<file path="src/rtl/mode_reporter.sv">
// mode_reporter: UART 8N1 transmitter that reports the active waveform mode
// to the host as "<char>\r\n" on every mode change or query pulse.
module mode_reporter #(
  parameter int unsigned CLK_FREQ     = 12_000_000,
  parameter int unsigned BAUD         = 115200,
  parameter int unsigned CLKS_PER_BIT = CLK_FREQ / BAUD
) (
  input  logic       clk,
  input  logic       rst,
  input  logic [2:0] mode,
  input  logic       query,
  output logic       tx,
  output logic       busy,
  output logic       msg_done
);

  localparam int unsigned CNT_W = (CLKS_PER_BIT > 1) ? $clog2(CLKS_PER_BIT) : 1;
  localparam logic [CNT_W-1:0] CNT_LAST = CNT_W'(CLKS_PER_BIT - 1);

  localparam logic [2:0] RESET_MODE = 3'b001;
  localparam logic [7:0] CHAR_CR    = 8'h0D;
  localparam logic [7:0] CHAR_LF    = 8'h0A;
  localparam logic [1:0] LAST_IDX   = 2'd2;
  localparam logic [2:0] LAST_BIT   = 3'd7;

  typedef enum logic [1:0] {
    S_IDLE,
    S_START,
    S_DATA,
    S_STOP
  } state_e;

  state_e           state_q;
  logic [CNT_W-1:0] baud_q;
  logic [2:0]       bit_q;
  logic [1:0]       idx_q;
  logic [7:0]       shift_q;
  logic             pending_q;
  logic [2:0]       prev_mode_q;
  logic             tx_q;
  logic             busy_q;
  logic             done_q;

  logic             event_c;
  logic             bit_end_c;
  logic [7:0]       char_c;
  logic [7:0]       next_byte_d;
  logic [1:0]       next_idx_d;

  // ASCII encoding of the mode value
  function automatic logic [7:0] encode_mode(input logic [2:0] m);
    case (m)
      3'b001:  return 8'h41;
      3'b010:  return 8'h42;
      default: return 8'h3F;
    endcase
  endfunction

  // Event detect, bit boundary and byte source for the following frame
  always_comb begin
    event_c     = query | (mode != prev_mode_q);
    bit_end_c   = (baud_q == CNT_LAST);
    char_c      = encode_mode(mode);
    next_idx_d  = 2'(idx_q + 2'd1);
    next_byte_d = (idx_q == 2'd0) ? CHAR_CR : CHAR_LF;
  end

  // Transmit FSM with pending-event capture and registered line outputs
  always_ff @(posedge clk or posedge rst) begin
    if (rst) begin
      state_q     <= S_IDLE;
      baud_q      <= '0;
      bit_q       <= '0;
      idx_q       <= '0;
      shift_q     <= '0;
      pending_q   <= 1'b0;
      prev_mode_q <= RESET_MODE;
      tx_q        <= 1'b1;
      busy_q      <= 1'b0;
      done_q      <= 1'b0;
    end else begin
      prev_mode_q <= mode;
      done_q      <= 1'b0;

      // Events during a message collapse into one sticky request
      if (state_q != S_IDLE && event_c) begin
        pending_q <= 1'b1;
      end

      case (state_q)
        S_IDLE: begin
          baud_q <= '0;
          if (event_c || pending_q) begin
            shift_q   <= char_c;
            idx_q     <= 2'd0;
            bit_q     <= 3'd0;
            pending_q <= 1'b0;
            tx_q      <= 1'b0;
            busy_q    <= 1'b1;
            state_q   <= S_START;
          end
        end

        S_START: begin
          if (bit_end_c) begin
            baud_q  <= '0;
            tx_q    <= shift_q[0];
            shift_q <= {1'b0, shift_q[7:1]};
            bit_q   <= 3'd0;
            state_q <= S_DATA;
          end else begin
            baud_q <= baud_q + CNT_W'(1);
          end
        end

        S_DATA: begin
          if (bit_end_c) begin
            baud_q <= '0;
            if (bit_q == LAST_BIT) begin
              tx_q    <= 1'b1;
              state_q <= S_STOP;
            end else begin
              bit_q   <= 3'(bit_q + 3'd1);
              tx_q    <= shift_q[0];
              shift_q <= {1'b0, shift_q[7:1]};
            end
          end else begin
            baud_q <= baud_q + CNT_W'(1);
          end
        end

        S_STOP: begin
          if (bit_end_c) begin
            baud_q <= '0;
            if (idx_q != LAST_IDX) begin
              // Next byte follows straight on, no idle gap
              idx_q   <= next_idx_d;
              shift_q <= next_byte_d;
              tx_q    <= 1'b0;
              state_q <= S_START;
            end else begin
              busy_q  <= 1'b0;
              done_q  <= 1'b1;
              state_q <= S_IDLE;
            end
          end else begin
            baud_q <= baud_q + CNT_W'(1);
          end
        end

        default: begin
          state_q <= S_IDLE;
        end
      endcase
    end
  end

  assign tx       = tx_q;
  assign busy     = busy_q;
  assign msg_done = done_q;

endmodule

</file>
<file path="config.mk">
export PLATFORM = sky130hd
export DESIGN_NAME = mode_reporter
export DESIGN_NICKNAME = d
export VERILOG_FILES = /design/src/rtl/mode_reporter.sv
export SDC_FILE = /design/constraint.sdc
export NUM_CORES = 1
export LEC_CHECK = 0
export ABC_CLOCK_PERIOD_IN_PS = 4400
export BUFFER_PORTS_ARGS = -buffer_cell sky130_fd_sc_hd__buf_2
export CORE_UTILIZATION = 50
export CTS_CLUSTER_SIZE = 20
export DETAILED_ROUTE_END_ITERATION = 8
export PLACE_DENSITY = 0.67
export SLEW_MARGIN = 20
export SYNTH_ARGS = -nofsm -noshare
export SYNTH_HDL_FRONTEND = slang
export SYNTH_SLANG_ARGS = --single-unit
</file>
<file path="constraint.sdc">
create_clock -name clk -period 4.4 [get_ports clk]
set_clock_uncertainty 0.15 [all_clocks]
set_input_delay 0.44 -clock clk [delete_from_list [all_inputs] [get_ports clk]]
set_output_delay 0.44 -clock clk [all_outputs]
set_load 0.03 [all_outputs]
</file>
; ---- Yosys cells after proc, flatten, opt, wreduce, memory -nomap -nowiden
; Cells that the tools add are included.
[op_classes]
mux = 44
add_sub_neg = 3
bitwise = 1
n_reduce_logical = 14
n_eq_ne = 17
[op_table]
columns = operator, count
row1 = 8-bit two-way mux, 6
row2 = 8-bit case mux with 4 select lines, 1
row3 = 7-bit case mux with 2 select lines, 2
row4 = "2-bit != test, second input constant", 9
row5 = 1-bit two-way mux, 16
row6 = 2-bit two-way mux, 8
row7 = 3-bit two-way mux, 5
row8 = 5-bit AND reduction, 3
row9 = 3-bit case mux with 3 select lines, 1
row10 = 2-bit case mux with 4 select lines, 1
row11 = 4-bit AND reduction, 2
row12 = "7-bit by 1-bit adder with 7-bit output, second input constant", 1
row13 = "7-bit equality test, second input constant", 1
row14 = 7-bit two-way mux, 1
row15 = 6-bit AND reduction, 1
row16 = "2-bit equality test, second input constant", 2
row17 = 2-bit zero test, 2
row18 = 1-bit case mux with 4 select lines, 1
row19 = 2-bit case mux with 2 select lines, 1
row20 = 2-bit nonzero test, 2
row21 = "3-bit by 1-bit adder with 3-bit output, second input constant", 1
row22 = "3-bit by 1-bit equality test with 1-bit output, second input constant", 1
row23 = "3-bit by 2-bit equality test with 1-bit output, second input constant", 1
row24 = "3-bit equality test, second input constant", 1
row25 = 9 further kinds, 9
[totals]
register_bits = 29
out_inout_bits = 3
elab_cells = 89

; ---- Depth between registers and ports, before layout
[logic_depth]
ltp_word = 6
ltp_mapped = 7

; ---- Least setup slack after synthesis
; No wires, ideal clock.
[synth_timing]
path_kind = reg-to-reg
from = register baud_q[3]
to = register state_q[1]
setup_time_ns = 0.128
arrival_ns = 1.634
setup_slack_ns = 2.489
stages_incl_launch_ff = 6
path_cell_list = dfrtp_1 or3b_1 buf_6 o21ai_1 nand4_1 mux2_1
[synth_between]
elab_chain_cells = 3
elab_cells_between_ends = 5
classes_between = eq/ne: 4 / reduce/logical: 1
[synth_rtl]
columns = element, line
row1 = start: declaration, 34  ; logic [CNT_W-1:0] baud_q;
row2 = start signal: assignment, 112  ; baud_q <= baud_q + CNT_W'(1);
row3 = start signal: assignment, 128  ; baud_q <= baud_q + CNT_W'(1);
row4 = start signal: assignment, 147  ; baud_q <= baud_q + CNT_W'(1);
row5 = 7-bit equality test *, 62  ; bit_end_c = (baud_q == CNT_LAST);
row6 = 2-bit != test (no line), --
row7 = 5-bit AND reduction (no line) *, --
row8 = end signal: assignment, 71  ; state_q <= S_IDLE;
row9 = end signal: assignment, 100  ; state_q <= S_START;
row10 = end signal: assignment, 110  ; state_q <= S_DATA;
row11 = end: declaration, 33  ; state_e state_q;
; Every way passes the cells marked *; elsewhere a longest branch is shown, timed or not.
; A chain may end at the register's enable or synchronous reset.

; ---- Worst setup path after layout
[layout_timing]
from = register state_q[0]
to = register shift_q[2]
[layout_between]
elab_chain_cells = 3
elab_cells_between_ends = 12
classes_between = eq/ne: 9 / mux: 1 / reduce/logical: 2
[layout_rtl]
columns = element, line
row1 = "2-bit equality test, or another cell as far along", 90  ; case (state_q)
row2 = 2-bit != test (no line), --
row3 = 6-bit AND reduction (no line), --
row4 = end signal: assignment, 94  ; shift_q <= char_c;
row5 = end signal: assignment, 108  ; shift_q <= {1'b0, shift_q[7:1]};
row6 = end signal: assignment, 125  ; shift_q <= {1'b0, shift_q[7:1]};
row7 = end: declaration, 37  ; logic [7:0] shift_q;
; Several ways; a longest one is shown, not always the timed one.

==> out/qor.yml <==
run_status:
  outcome: "complete, but fails checks"
  violations: "hold timing"
power:
  p_leak_nw: 0.735
  ir_drop_v: 0.000186
  power_density_nw_per_um2: 263
floorplan:
  fp.coreArea_um2: 2850
  rows: 19
  io_pins: 9
  fp.dieW_um: 57.9
  initial_core_util_pct: 54.7
  dieArea_um2: 3350
  die_h_um: 57.9
route:
  wl_per_cell_um: 14.9
  wl_um: 2760
  vias: 1134
  drt_iter0_drc: 30
  ant_nets: 0
  vias_per_cell: 6.13
  drc: 0
  firstDrtPassIters: 4
critical_path:
  crit_type: "reg2reg"
  r2r_end: "shift_q[2]"
  r2r_slack_ns: 1.72
  crit_arrival_ns: 2.75
  ff2ff_path_depth: 6
  path_max_fanout: 11
  end_kind: "register"
  reg2reg_from: "state_q[0]"
  cp.required_ns: 4.47
  crit_path_start_kind: "register"
clocking:
  cts_tree: "built"
  clk_path_buf_depth: 2
  cts_setup_buffers: 0
  root_buffer: "clkbuf_4"
  path_clk_slew_ns: 0.15
  hold_buffers: 0
  cts_resized: 0
  htreeDepth: 1
  worstSkewPairLatency_ns: 0.32
  cts_buffers: 3
  clock-sinks: 28
final_layout:
  fin_util_pct: 58.5
  layout_common_cells: "dfrtp_1, inv_1, ha_1"
  fillers: 247
  drive_gt1_share_pct: 18.2
  area_growth_pct: 6.90
  finalNetCount: 171
  mostFrequentLayoutCell: "dfrtp_1"
  diodes: 0
logic_synthesis:
  synth_cell_types: 40
  syn_area_per_cell_um2: 10.7
  synth_seq_cells: 28
  ys_warn_count: 0
  netlist_area_um2: 1560
  syn_nets: 162
  yosysSeqAreaShare_pct: 45.1
  synthCells: 146
placement:
  numPortBuffers: 8
  gp_congestion: 0.760
  hpwl_um: 2050
timing:
  rsz0062_at_grt: "false"
  hold_violations: 22
  max_freq_ghz: 0.374
  maxSlewHeadroom_pct: 62.8
  tightest_slew_ns: 0.557
  finalCriticalPeriod_ns: 2.68
  fin_tns_setup_ns: 0
  timing.final.crit_share_pct: 60.8
  whs_ns: -0.00581
  setup_viol: 0
  drv_slew: 0
global_routing:
  grt_pass1_vias: 1087
  antenna_found_initial: 0
  grt_usage_pct: 18.9
  grt_max_degree: 29
  grt_pass1_wl_um: 4850
  grt_overflow_total: 0
min_path:
  hold_path_class: "in2async"
flow_run:
  cap_violations: 0
==> through the flow <==
stage / std cells / power [mW] / hold WS [ns] / instance area, um^2 / setup slack [ns]
detailed placement: 181 / 0.278 / 0.325 / 1620 / 1.75
finish: 185 / 0.438 / -0.00581 / 1670 / 1.72
CTS: 185 / 0.444 / 0.0873 / 1670 / 1.72
global placement: 181 / 0.278 / 0.315 / 1620 / 1.88
floorplan: 146 / 0.273 / 0.294 / 1560 / 2.49
global route: 185 / 0.456 / 0.0237 / 1670 / 1.47
==> worst max-delay path by stage <==
stage	slack, ns	endpoint	startpoint
after floorplan	2.49	state_q[1]	baud_q[3]
after global routing	1.47	shift_q[2]	state_q[0]
after detailed placement	1.75	shift_q[2]	state_q[0]
after CTS	1.72	shift_q[2]	state_q[0]
after global placement	1.88	shift_q[6]	state_q[0]
final	1.72	shift_q[2]	state_q[0]
==> final cells by class <==
type / count / area [um^2] / area share (%)
clock buffers: 3 / 22.5 / 1.35
clock inverters: 1 / 30.0 / 1.80
inverters: 11 / 41.3 / 2.48
multi-input cells: 103 / 792 / 47.5
flip-flops and latches: 28 / 703 / 42.2
well taps: 31 / 38.8 / 2.33
repair buffers: 8 / 40.0 / 2.40
==> Yosys cell counts <==
master,instances,share of area (%)
dfrtp_1,26,42
inv_1,11,2.6
ha_1,10,8.0
mux2_2,8,5.8
nand2_1,8,1.9
nor2_1,8,1.9
nor2b_1,6,2.4
o21ai_0,6,1.9
xnor2_1,6,3.4
nand3_1,5,1.6
nand4_1,5,2.0
o2bb2ai_1,5,2.8
a21oi_1,3,0.96
a221oi_1,3,1.7
a31oi_1,3,1.2
nor3_1,3,0.96
nor3b_1,3,1.4
clkbuf_1,2,0.48
dfstp_2,2,3.4
o211ai_1,2,0.96
xor2_1,2,1.1
a211oi_1,1,0.48
a21boi_0,1,0.48
a32oi_1,1,0.56
a41o_1,1,0.64
a41o_2,1,0.72
and2_1,1,0.40
and2b_2,1,0.56
and3_1,1,0.40
buf_2,1,0.32
buf_6,1,0.72
mux2_1,1,0.72
nand2b_1,1,0.40
nand4_4,1,1.4
o21ai_1,1,0.32
o22ai_2,1,0.80
o31ai_1,1,0.48
o31ai_4,1,1.4
or3_1,1,0.40
or3b_1,1,0.56
==> sequential cells by signal, indices dropped and copies added (netlist names) <==
register     cells
baud_q           7
shift_q          7
bit_q            3
prev_mode_q      3
idx_q            2
state_q          2
busy             1
msg_done         1
pending_q        1
tx               1
==> routing by layer <==
metal,part of all wire (%),up-vias,track usage (%)
li1,-,543,-
met1,47,574,26.2
met2,50,15,29.7
met3,2.4,2,2.90
met4,0.58,0,7.82
met5,0,-,0
==> where the power goes <==
part	leakage, nW	internal [mW]	switching, mW
combinational	0.357	0.00427	0.00923
sequential	0.349	0.259	0.000548
clock	0.0279	0.0921	0.0728
==> logic make-up after synthesis <==
kind of cell | count (synthesis) | synth area share, %
AND/OR/NAND/NOR | 45 | 16.4
AO/OA/AOI/OAI | 31 | 15.4
flip-flops | 28 | 45.1
buffers and inverters | 15 | 4.17
adder cells (fa/ha/maj) | 10 | 8.02
multiplexers | 9 | 6.50
XOR/XNOR | 8 | 4.49
==> critical path: stages (launching register included) <==
cell and delay [ns]:
dfrtp_1 0.44, inv_1 0.16, ha_1 0.42, nor3b_1 0.24
nand4_1 0.46, nand4_4 0.34, mux2_2 0.37
Power figures use the tool's default switching activity.
